--- src/rtl/icache_pkg.sv ---
// Shared types and width helpers for the N-way instruction cache.
package icache_pkg;

    typedef enum logic [1:0] {
        IDLE      = 2'd0,
        MISS_REQ  = 2'd1,
        MISS_WAIT = 2'd2,
        FLUSH     = 2'd3
    } state_t;

    // Ceiling log2, 0 for values <= 1.
    function automatic int clog2(input int value);
        int result;
        result = 0;
        for (int i = 0; i < 31; i++) begin
            if ((1 << i) < value) result = i + 1;
        end
        return result;
    endfunction

    // Floor log2, used to locate a tree node's level.
    function automatic int flog2(input int value);
        int result;
        result = 0;
        for (int i = 0; i < 31; i++) begin
            if ((1 << i) <= value) result = i;
        end
        return result;
    endfunction

    // Derived address-field widths for a given geometry.
    function automatic int off_w(input int words_per_line);
        return 2 + clog2(words_per_line);
    endfunction

    function automatic int idx_w(input int sets);
        return clog2(sets);
    endfunction

    function automatic int tag_w(input int addr_w, input int words_per_line, input int sets);
        return addr_w - off_w(words_per_line) - idx_w(sets);
    endfunction

    function automatic int line_w(input int instr_w, input int words_per_line);
        return instr_w * words_per_line;
    endfunction

endpackage

--- src/rtl/icache_plru.sv ---
// Combinational tree pseudo-LRU for one set: update on access and victim select.
// Node n has children 2n+1 / 2n+2; a bit of 1 steers the victim search right.
module icache_plru
    import icache_pkg::*;
#(
    parameter int WAYS   = 2,
    parameter int WAY_W  = (WAYS > 1) ? clog2(WAYS) : 1,
    parameter int PLRU_W = (WAYS > 1) ? WAYS - 1 : 1
) (
    input  logic [PLRU_W-1:0] bits_in,
    input  logic [WAY_W-1:0]  access_way,
    output logic [PLRU_W-1:0] bits_out,
    output logic [WAY_W-1:0]  victim
);

    localparam int LVL = clog2(WAYS);

    generate
        if (WAYS > 1) begin : g_tree
            logic [WAYS-1:0]     way_match;
            logic [WAYS*LVL-1:0] level_ok;

            // Nodes on the accessed way's path point away from it.
            for (genvar n = 0; n < WAYS - 1; n++) begin : g_node
                localparam int L = flog2(n + 1);
                localparam int P = n + 1 - (1 << L);
                logic [WAY_W-1:0] prefix;
                assign prefix      = access_way >> (LVL - L);
                assign bits_out[n] = (prefix == WAY_W'(P)) ? ~access_way[LVL-1-L] : bits_in[n];
            end

            // A way is the victim when every node on its path steers toward it.
            for (genvar w = 0; w < WAYS; w++) begin : g_way
                for (genvar l = 0; l < LVL; l++) begin : g_lvl
                    localparam int   N   = (1 << l) - 1 + (w >> (LVL - l));
                    localparam logic DIR = 1'((w >> (LVL - 1 - l)) & 1);
                    assign level_ok[w*LVL+l] = (bits_in[N] == DIR);
                end
                assign way_match[w] = &level_ok[w*LVL +: LVL];
            end

            // Encode the single matching way.
            always_comb begin
                victim = '0;
                for (int i = 0; i < WAYS; i++) begin
                    if (way_match[i]) victim = WAY_W'(i);
                end
            end
        end else begin : g_direct
            assign bits_out = bits_in;
            assign victim   = '0;
        end
    endgenerate

endmodule

--- src/rtl/icache_nway_ctrl.sv ---
// N-way set-associative instruction cache with miss/refill FSM, flush and perf counters.
module icache_nway_ctrl
    import icache_pkg::*;
#(
    parameter int ADDR_W         = 32,
    parameter int INSTR_W        = 32,
    parameter int WORDS_PER_LINE = 2,
    parameter int SETS           = 4,
    parameter int WAYS           = 2,
    parameter int CNT_W          = 16
) (
    input  logic                              clk,
    input  logic                              reset,
    input  logic                              req_valid,
    input  logic [ADDR_W-1:0]                 req_addr,
    output logic                              req_ready,
    output logic                              rsp_valid,
    output logic [INSTR_W-1:0]                rsp_instr,
    output logic                              rsp_err,
    input  logic                              flush,
    output logic                              mem_req_valid,
    output logic [ADDR_W-1:0]                 mem_req_addr,
    input  logic                              mem_req_ready,
    input  logic                              mem_rsp_valid,
    input  logic [INSTR_W*WORDS_PER_LINE-1:0] mem_rsp_data,
    output logic [CNT_W-1:0]                  hit_count,
    output logic [CNT_W-1:0]                  miss_count
);

    localparam int WORD_W = clog2(WORDS_PER_LINE);
    localparam int OFF_W  = off_w(WORDS_PER_LINE);
    localparam int IDX_W  = idx_w(SETS);
    localparam int TAG_W  = tag_w(ADDR_W, WORDS_PER_LINE, SETS);
    localparam int LINE_W = line_w(INSTR_W, WORDS_PER_LINE);
    localparam int WAY_W  = (WAYS > 1) ? clog2(WAYS) : 1;
    localparam int PLRU_W = (WAYS > 1) ? WAYS - 1 : 1;

    typedef logic [WORDS_PER_LINE-1:0][INSTR_W-1:0] line_t;

    state_t              state;
    state_t              state_next;
    logic [WAYS-1:0]     valid_q [SETS];
    logic [TAG_W-1:0]    tag_q   [SETS][WAYS];
    line_t               data_q  [SETS][WAYS];
    logic [PLRU_W-1:0]   plru_q  [SETS];
    logic [ADDR_W-OFF_W-1:0] miss_line;
    logic [WORD_W-1:0]   miss_word;
    logic                flush_pend;
    logic [IDX_W-1:0]    flush_idx;

    logic [WORD_W-1:0]   req_word;
    logic [IDX_W-1:0]    req_set;
    logic [TAG_W-1:0]    req_tag;
    logic [IDX_W-1:0]    miss_set;
    logic [TAG_W-1:0]    miss_tag;
    logic                hit;
    logic [WAY_W-1:0]    hit_way;
    logic [WAY_W-1:0]    fill_way;
    logic                accept;
    logic                misalign;
    logic                fill;
    logic [IDX_W-1:0]    acc_set;
    logic [WAY_W-1:0]    acc_way;
    logic [PLRU_W-1:0]   plru_next;
    logic [WAY_W-1:0]    plru_victim;
    line_t               mem_line;

    assign req_word  = req_addr[OFF_W-1:2];
    assign req_set   = req_addr[OFF_W+IDX_W-1:OFF_W];
    assign req_tag   = req_addr[ADDR_W-1:OFF_W+IDX_W];
    assign miss_set  = miss_line[IDX_W-1:0];
    assign miss_tag  = miss_line[ADDR_W-OFF_W-1:IDX_W];
    assign mem_line  = mem_rsp_data;

    assign req_ready     = (state == IDLE) && !flush && !flush_pend;
    assign accept        = req_valid && req_ready;
    assign misalign      = (req_addr[1:0] != 2'b00);
    assign fill          = (state == MISS_WAIT) && mem_rsp_valid;
    assign mem_req_valid = (state == MISS_REQ);
    assign mem_req_addr  = {miss_line, OFF_W'(0)};

    // Tag compare across all ways of the requested set; first match wins.
    always_comb begin
        hit     = 1'b0;
        hit_way = '0;
        for (int w = 0; w < WAYS; w++) begin
            if (!hit && valid_q[req_set][w] && (tag_q[req_set][w] == req_tag)) begin
                hit     = 1'b1;
                hit_way = WAY_W'(w);
            end
        end
    end

    // Refill target: lowest invalid way, otherwise the pLRU victim.
    always_comb begin
        fill_way = plru_victim;
        for (int w = WAYS - 1; w >= 0; w--) begin
            if (!valid_q[miss_set][w]) fill_way = WAY_W'(w);
        end
    end

    assign acc_set = (state == MISS_WAIT) ? miss_set : req_set;
    assign acc_way = (state == MISS_WAIT) ? fill_way : hit_way;

    icache_plru #(
        .WAYS   (WAYS),
        .WAY_W  (WAY_W),
        .PLRU_W (PLRU_W)
    ) u_plru (
        .bits_in    (plru_q[acc_set]),
        .access_way (acc_way),
        .bits_out   (plru_next),
        .victim     (plru_victim)
    );

    // State register.
    always_ff @(posedge clk) begin
        if (reset) state <= IDLE;
        else       state <= state_next;
    end

    // Next-state logic; a flush raised in the same cycle as the refill goes straight to FLUSH.
    always_comb begin
        state_next = state;
        case (state)
            IDLE: begin
                if (flush)                              state_next = FLUSH;
                else if (accept && !misalign && !hit)   state_next = MISS_REQ;
            end
            MISS_REQ: begin
                if (mem_req_ready) state_next = MISS_WAIT;
            end
            MISS_WAIT: begin
                if (mem_rsp_valid) state_next = (flush_pend || flush) ? FLUSH : IDLE;
            end
            FLUSH: begin
                if (flush_idx == IDX_W'(SETS - 1)) state_next = IDLE;
            end
            default: state_next = IDLE;
        endcase
    end

    // Line storage; contents are only meaningful where the valid bit is set.
    always_ff @(posedge clk) begin
        if (fill) begin
            tag_q[miss_set][fill_way]  <= miss_tag;
            data_q[miss_set][fill_way] <= mem_line;
        end
    end

    // Valid/pLRU state, miss context, flush sequencing, responses and counters.
    always_ff @(posedge clk) begin
        if (reset) begin
            for (int s = 0; s < SETS; s++) begin
                valid_q[s] <= '0;
                plru_q[s]  <= '0;
            end
            miss_line  <= '0;
            miss_word  <= '0;
            flush_pend <= 1'b0;
            flush_idx  <= '0;
            rsp_valid  <= 1'b0;
            rsp_err    <= 1'b0;
            rsp_instr  <= '0;
            hit_count  <= '0;
            miss_count <= '0;
        end else begin
            rsp_valid <= 1'b0;
            rsp_err   <= 1'b0;
            rsp_instr <= '0;
            case (state)
                IDLE: begin
                    flush_idx <= '0;
                    if (accept) begin
                        if (misalign) begin
                            rsp_valid <= 1'b1;
                            rsp_err   <= 1'b1;
                        end else if (hit) begin
                            rsp_valid       <= 1'b1;
                            rsp_instr       <= data_q[req_set][hit_way][req_word];
                            plru_q[req_set] <= plru_next;
                            if (hit_count != '1) hit_count <= hit_count + CNT_W'(1);
                        end else begin
                            miss_line <= req_addr[ADDR_W-1:OFF_W];
                            miss_word <= req_word;
                            if (miss_count != '1) miss_count <= miss_count + CNT_W'(1);
                        end
                    end
                end
                MISS_REQ: begin
                    if (flush) flush_pend <= 1'b1;
                end
                MISS_WAIT: begin
                    if (flush) flush_pend <= 1'b1;
                    if (mem_rsp_valid) begin
                        valid_q[miss_set][fill_way] <= 1'b1;
                        plru_q[miss_set]            <= plru_next;
                        rsp_valid                   <= 1'b1;
                        rsp_instr                   <= mem_line[miss_word];
                        flush_pend                  <= 1'b0;
                        flush_idx                   <= '0;
                    end
                end
                FLUSH: begin
                    valid_q[flush_idx] <= '0;
                    plru_q[flush_idx]  <= '0;
                    flush_idx          <= flush_idx + IDX_W'(1);
                end
                default: ;
            endcase
        end
    end

endmodule

--- config.mk ---
export PLATFORM = sky130hd
export DESIGN_NAME = icache_nway_ctrl
export DESIGN_NICKNAME = d
export VERILOG_FILES = /design/src/rtl/icache_pkg.sv /design/src/rtl/icache_plru.sv /design/src/rtl/icache_nway_ctrl.sv
export SDC_FILE = /design/constraint.sdc
export NUM_CORES = 1
export LEC_CHECK = 0
export CAP_MARGIN = 5
export CORE_ASPECT_RATIO = 0.75
export CORE_MARGIN = 4
export CORE_UTILIZATION = 59
export DETAILED_ROUTE_END_ITERATION = 12
export PLACE_DENSITY = 0.83
export SKIP_CTS_REPAIR_TIMING = 1
export SLEW_MARGIN = 20
export SYNTH_ARGS = -nofsm -noshare
export SYNTH_HDL_FRONTEND = slang
export SYNTH_SLANG_ARGS = --single-unit
--- constraint.sdc ---
create_clock -name clk -period 11.4 [get_ports clk]
set_clock_uncertainty 0.1 [all_clocks]
set_input_delay 2.28 -clock clk [delete_from_list [all_inputs] [get_ports clk]]
set_output_delay 2.28 -clock clk [all_outputs]
set_load 0.05 [all_outputs]
; Word level (Yosys, flattened, before mapping)
; Memories as Yosys holds them, arrays and structs flattened. A register that Yosys moved wholly into a read port is not among the register bits.
; Index checks and enable logic that the tools add are counted.
[word_totals]
wordCells = 153
rom_bits = 0
n_memories = 4
inputBits = 102
latchBits = 0
ram_bits = 740
register_bits = 101
[mem_list]
columns = name, words, word_bits, read_ports, rd_clocked_by_memory_dff, wr, line
row1 = data_q, 4, 128, 1, 0, 1, icache_nway_ctrl.sv:44  ; line_t data_q [SETS][WAYS];
row2 = tag_q, 4, 54, 1, 0, 1, icache_nway_ctrl.sv:43  ; logic [TAG_W-1:0] tag_q [SETS][WAYS];
row3 = valid_q, 4, 2, 2, 1, 4, icache_nway_ctrl.sv:42  ; logic [WAYS-1:0] valid_q [SETS];
row4 = plru_q, 4, 1, 1, 0, 4, icache_nway_ctrl.sv:45  ; logic [PLRU_W-1:0] plru_q [SETS];
[classes]
reduce_logical = 32
n_addsub = 3
div = 0
n_mul = 0
n_eq_ne = 12
order_cmp = 7
shift = 0
n_mux = 78
bitwise = 7
[ops]
columns = cell, count
row1 = 32-bit 2-to-1 mux, 8
row2 = 64-bit 2-to-1 mux, 4
row3 = 128-bit 2-to-1 mux, 1
row4 = 64-bit demux with 1-bit select, 1
row5 = 32-bit case mux with 2 select lines, 1
row6 = 27-bit == test, 2
row7 = 54-bit 2-to-1 mux, 1
row8 = 2-bit 2-to-1 mux, 20
row9 = 1-bit 2-to-1 mux, 35
row10 = 16-bit by 1-bit adder with 16-bit output (second input constant), 2
row11 = 16-bit inequality test (second input constant), 2
row12 = 27-bit demux with 1-bit select, 1
row13 = 27-bit 2-to-1 mux, 1
row14 = 1-bit logical AND, 11
row15 = 5-bit AND reduction, 2
row16 = 2-bit case mux with 4 select lines, 1
row17 = 4-bit AND reduction, 2
row18 = 2-bit == test (second input constant), 3
row19 = 1-bit by 2-bit < comparator with 1-bit output (second input constant), 3
row20 = 2-bit case mux with 3 select lines, 1
row21 = 1-bit logical NOT, 5
row22 = 1-bit NOT, 5
row23 = 2-bit greater-or-equal comparator (second input constant), 2
row24 = 2-bit inequality test (second input constant), 2
row25 = other kinds (17), 23

; Depth between registers and ports, before layout
; An unclocked memory read counts as a cell.
[depth]
word_depth = 18
mapped_depth = 14
depth_no_buf = 9

; Modules after synthesis
; Synthesis repeated with hierarchy kept, for this count alone.
[unflattened]
cells_unflattened = 1946
area_unflattened_um2 = 33991.4
[modules_own_cells]
columns = module, cells_per_inst, instances, area_each_um2
row1 = icache_nway_ctrl, 1944, 1, 33980.1
row2 = icache_plru, 2, 1, 11.3

; Least setup slack after synthesis
; No wires, ideal clock.
[synth_timing]
kind = input to register
start = input req_addr[3]
end = memory data_q[0][100] (netlist name), enable pin
stages = 8
path_buffers = 3
setup_ns = 0.652
arrival_time_ns = 9.984
required_time_ns = 10.648
path_slack_ns = 0.664
cell_sequence = buf_6 -> buf_6 -> buf_4 -> mux2i_1 -> mux4_2 -> o21ai_0 -> nand2_1 -> nor3_1
[synth_via]
elab_chain_len = 11
word_cells_on_any_way = 12
cone_classes = 2 x order compare / 7 x mux / 1 x bitwise / 1 x reduce/logical / 1 x memory
[synth_rtl]
columns = item, line
row1 = "start, declared", icache_nway_ctrl.sv:15  ; input logic [ADDR_W-1:0] req_addr,
row2 = 2-bit 2-to-1 mux *, icache_nway_ctrl.sv:102  ; assign acc_set = (state == MISS_WAIT) ? miss_set : req_set;
row3 = memory read 4 x 1 bit *, --
row4 = 1-bit 2-to-1 mux *, icache_plru.sv:46  ; if (way_match[i]) victim = WAY_W'(i);
row5 = 1-bit 2-to-1 mux * (2 in series), icache_nway_ctrl.sv:98  ; if (!valid_q[miss_set][w]) fill_way = WAY_W'(w);
row6 = 1-bit NOT with 2-bit output (implied by the code) *, icache_nway_ctrl.sv:147  ; data_q[miss_set][fill_way] <= mem_line;
row7 = 2-bit greater-or-equal comparator (implied by the code) / 2-bit by 1-bit < comparator with 1-bit output (equally long branches), icache_nway_ctrl.sv:147
row8 = 1-bit logical AND (implied by the code), icache_nway_ctrl.sv:147
row9 = 64-bit 2-to-1 mux (implied by the code), icache_nway_ctrl.sv:147
row10 = 64-bit demux with 1-bit select *, icache_nway_ctrl.sv:147
row11 = 128-bit 2-to-1 mux (implied by the code) *, icache_nway_ctrl.sv:147
row12 = "end, declared", icache_nway_ctrl.sv:44
; Mark *: on every way between the ends. The rest lies on a longest branch, timed or not.

; Final worst setup path
[layout_timing]
start = input req_addr[4]
end = register miss_count[5]
[layout_via]
elab_chain_len = 10
word_cells_on_any_way = 12
cone_classes = 2 x eq/ne / 2 x mux / 1 x bitwise / 5 x reduce/logical / 2 x memory
[layout_rtl]
columns = item, line
row1 = memory read 4 x 54 bit, --
row2 = 27-bit == test, icache_nway_ctrl.sv:87  ; if (!hit && valid_q[req_set][w] && (tag_q[req_set][w] == req_tag)) begin
row3 = 1-bit logical AND, icache_nway_ctrl.sv:87
row4 = 1-bit 2-to-1 mux, icache_nway_ctrl.sv:87
row5 = 1-bit logical NOT, icache_nway_ctrl.sv:87
row6 = 1-bit logical AND (2 in series), icache_nway_ctrl.sv:87
row7 = 1-bit 2-to-1 mux *, icache_nway_ctrl.sv:87
row8 = 1-bit NOT (no line) *, --
row9 = 5-bit AND reduction (no line) *, --
row10 = "end signal, assigned", icache_nway_ctrl.sv:186  ; if (miss_count != '1) miss_count <= miss_count + CNT_W'(1);
row11 = "end, declared", icache_nway_ctrl.sv:27  ; output logic [CNT_W-1:0] miss_count
; Marks and branches as above.
; A chain may end at the register's enable or synchronous reset.

==> impl_metrics.env <==
export IMPL_synth_area_mm2=0.0335
export IMPL_ys_ff_latch=843
export IMPL_fin_nets=2130
export IMPL_die_area_mm2=0.0608
export IMPL_cts_tree="done"
export IMPL_initial_core_util_pct=59.8
export IMPL_synth_compound_area_share_pct=6.01
export IMPL_clock_sinks=843
export IMPL_cp_arrival_ns=7.37
export IMPL_timing_final_crit_share_pct=60.9
export IMPL_core_area_mm2=0.0561
export IMPL_wire_per_inst_um=27.4
export IMPL_clockRootBuffer="clkbuf_16"
export IMPL_synthSimpleGateAreaFrac_pct=3.59
export IMPL_io_pins=202
export IMPL_crit_fanout=89
export IMPL_yosys_mux_area_fraction_pct=14.7
export IMPL_die_w_um=283
export IMPL_cts_buffers=77
export IMPL_setup_violations_final=0
export IMPL_worstMarginPinSlew_ns=1.06
export IMPL_ys_warn_count=0
export IMPL_cap_violations=0
export IMPL_yosys_area_share_adder_pct=0.298
export IMPL_pre_cts_ws_ns=3.64
export IMPL_p_leak_nw=12.3
export IMPL_firstDrtPassIters=5
export IMPL_syn_inst=1814
export IMPL_grt_pass1_vias=19000
export IMPL_cts_path_max_buffers=3
export IMPL_maxSlewViolCount=0
export IMPL_synth_ff_type="edfxtp_1"
export IMPL_async_flop_share_pct=0
export IMPL_multi_input_area_mm2=0.00879
export IMPL_routabilityCongestion=0.841
export IMPL_htreeDepth=3
export IMPL_overflow=0
export IMPL_setup_tns_ns=0
export IMPL_die_h_um=214
export IMPL_placementRows=75
export IMPL_status="completed"
export IMPL_clock_fmax_ghz=0.144
export IMPL_antenna_found_initial=5
export IMPL_timing_slew_headroom_pct=28.9
export IMPL_syn_avg_cell_area_um2=18.5
export IMPL_seq_area_mm2=0.0243
export IMPL_route_detailed_drc=0
export IMPL_synth_edff_count=740
export IMPL_synth_seq_area_share_pct=72.4
export IMPL_rsz0062_at_grt="false"
export IMPL_final_setup_worst_slack_ns=4.46
export IMPL_final_antenna_net_count=0
export IMPL_clk_pin_slew_worst_paths_ns=0.06
export IMPL_wl_um=77100
export IMPL_cp_required_ns=11.83
export IMPL_drive_above_1_share_pct=19.0
export IMPL_cp_end_kind="flip-flop"
export IMPL_dp_hpwl_um=42600
export IMPL_powerDensity_mw_per_mm2=170
export IMPL_portBuffers=198
export IMPL_clkLatencyLatePin_ns=0.63
export IMPL_min_path_type="flip-flop to flip-flop"
export IMPL_vias=18400
export IMPL_grt_usage_pct=25.4
export IMPL_grt_pass1_wl_um=118000
export IMPL_layout_min_cycle_time_ns=6.94
export IMPL_synth_cell_types=71
export IMPL_synth_xor_area_share_pct=1.33
export IMPL_fillerInstances=3394
export IMPL_area_growth_syn_to_layout_pct=15.7
export IMPL_setup_worst_path_start_class="primary input"
export IMPL_ir_drop_v=0.000179
export IMPL_first_iter_violations=2176
export IMPL_final_hold_viol_count=0
export IMPL_synth_top_family_by_area="multiplexers"
export IMPL_worstSetupPathType="primary input to flip-flop"
export IMPL_grt_max_degree=90
export IMPL_vias_per_cell=6.55
==> registers in the layout, summed over array words and instances, names as in the netlist, 4 cells and up, named ones only <==
signal / cells
plru_q: 4
miss_line: 29
data_q: 512
tag_q: 216
miss_count: 16
valid_q: 8
rsp_instr: 32
hit_count: 16
==> logic make-up after synthesis <==
| logic type | count (synthesis) |
|---|---|
| AOI/OAI and AO/OA | 279 |
| xor gates and xnor gates | 51 |
| adders and majority gates | 8 |
| buffers and inverters | 122 |
| DFF | 843 |
| muxes | 271 |
| other | 1 |
| and+or+nand+nor | 239 |
==> cell type report <==
class                      count  share of cell area, %
clock buffer                 105                   5.47
antenna                        2                 0.0129
inverter                      17                  0.164
sequential                   843                   62.6
timing repair buffer         230                   5.75
clock inverter                36                   1.04
tap                          731                   2.36
multi-input combinational    851                   22.6
==> routing by layer <==
layer / global-route usage, % / vias up / wire (um)
met5: 0 / - / 41
li1: - / 7798 / -
met1: 35.7 / 9534 / 30400
met2: 41.0 / 971 / 38100
met3: 5.43 / 133 / 6880
met4: 7.05 / 6 / 1640
==> stage by stage <==
stage	std cells	power [mW]	instance area [um2]	hold slack (ns)	util, %
after floorplan	1816	3.90	33500	0.367	-
final	2815	6.61	38800	0.403	69.2
after global placement	2672	4.07	36300	0.378	64.6
after global routing	2815	6.84	38800	0.437	69.2
after detailed placement	2672	4.10	36300	0.397	64.6
after CTS	2813	6.65	38800	0.405	69.1
==> path summary, 6_finish.rpt <==
check,slack (ns),cells after the start,to,start
hold / removal,0.40,2,miss_count[13],miss_count[13]
setup / recovery,4.46,11,miss_count[5],req_addr[4]
setup reg to reg,6.92,9,data_q[2][36],state[0]
hold reg to reg,0.40,2,miss_count[13],miss_count[13]
==> synthesized netlist by cell type, types with 7 or more instances <==
library cell,count,share of area [%]
mux4_2,174,12
mux2i_1,59,1.8
or3_1,8,0.15
o21ai_0,19,0.28
clkbuf_1,70,0.78
buf_4,8,0.18
xor2_1,18,0.47
a21oi_1,37,0.55
nand2_1,59,0.66
ha_1,8,0.30
buf_2,20,0.30
nor3_1,15,0.22
a211oi_1,69,1.5
nand4_1,15,0.28
o31ai_1,42,0.94
a21boi_0,59,1.3
nor2_1,73,0.82
inv_1,16,0.18
nand3_1,19,0.28
xnor2_1,33,0.86
edfxtp_1,740,66
a31o_2,7,0.18
dfxtp_1,103,6.1
mux2_2,36,1.2
==> where the power goes <==
part | switching, mW | leakage, nW | total [mW] | internal (mW)
logic | 0.329 | 3.45 | 0.548 | 0.219
clock network | 1.12 | 1.23 | 2.57 | 1.46
registers | 0.0427 | 7.67 | 3.49 | 3.45
==> critical path: stages <==
cell and delay [ns]:
clkbuf_8 0.62, buf_4 0.77, mux4_2 0.42, xnor2_1 0.18, nand4_1 0.15, nor4_2 0.09, nand4_4 0.10, buf_4 0.78
nand3_1 0.81, or4b_2 0.85, a21oi_1 0.16
==> cell usage in the layout (no fill, tap or decap), types with 32 or more instances in the layout <==
cell and instances:
edfxtp_1 740, clkdlybuf4s50_1 195, mux4_2 174, dfxtp_1 102, clkbuf_16 78, a211oi_1 69
nor2_1 66, nand2_1 59, mux2i_1 59, a21boi_0 59, o31ai_1 42, a21oi_1 37
mux2_2 36, xnor2_1 33, buf_4 32
(Power assumes the default switching activity.)
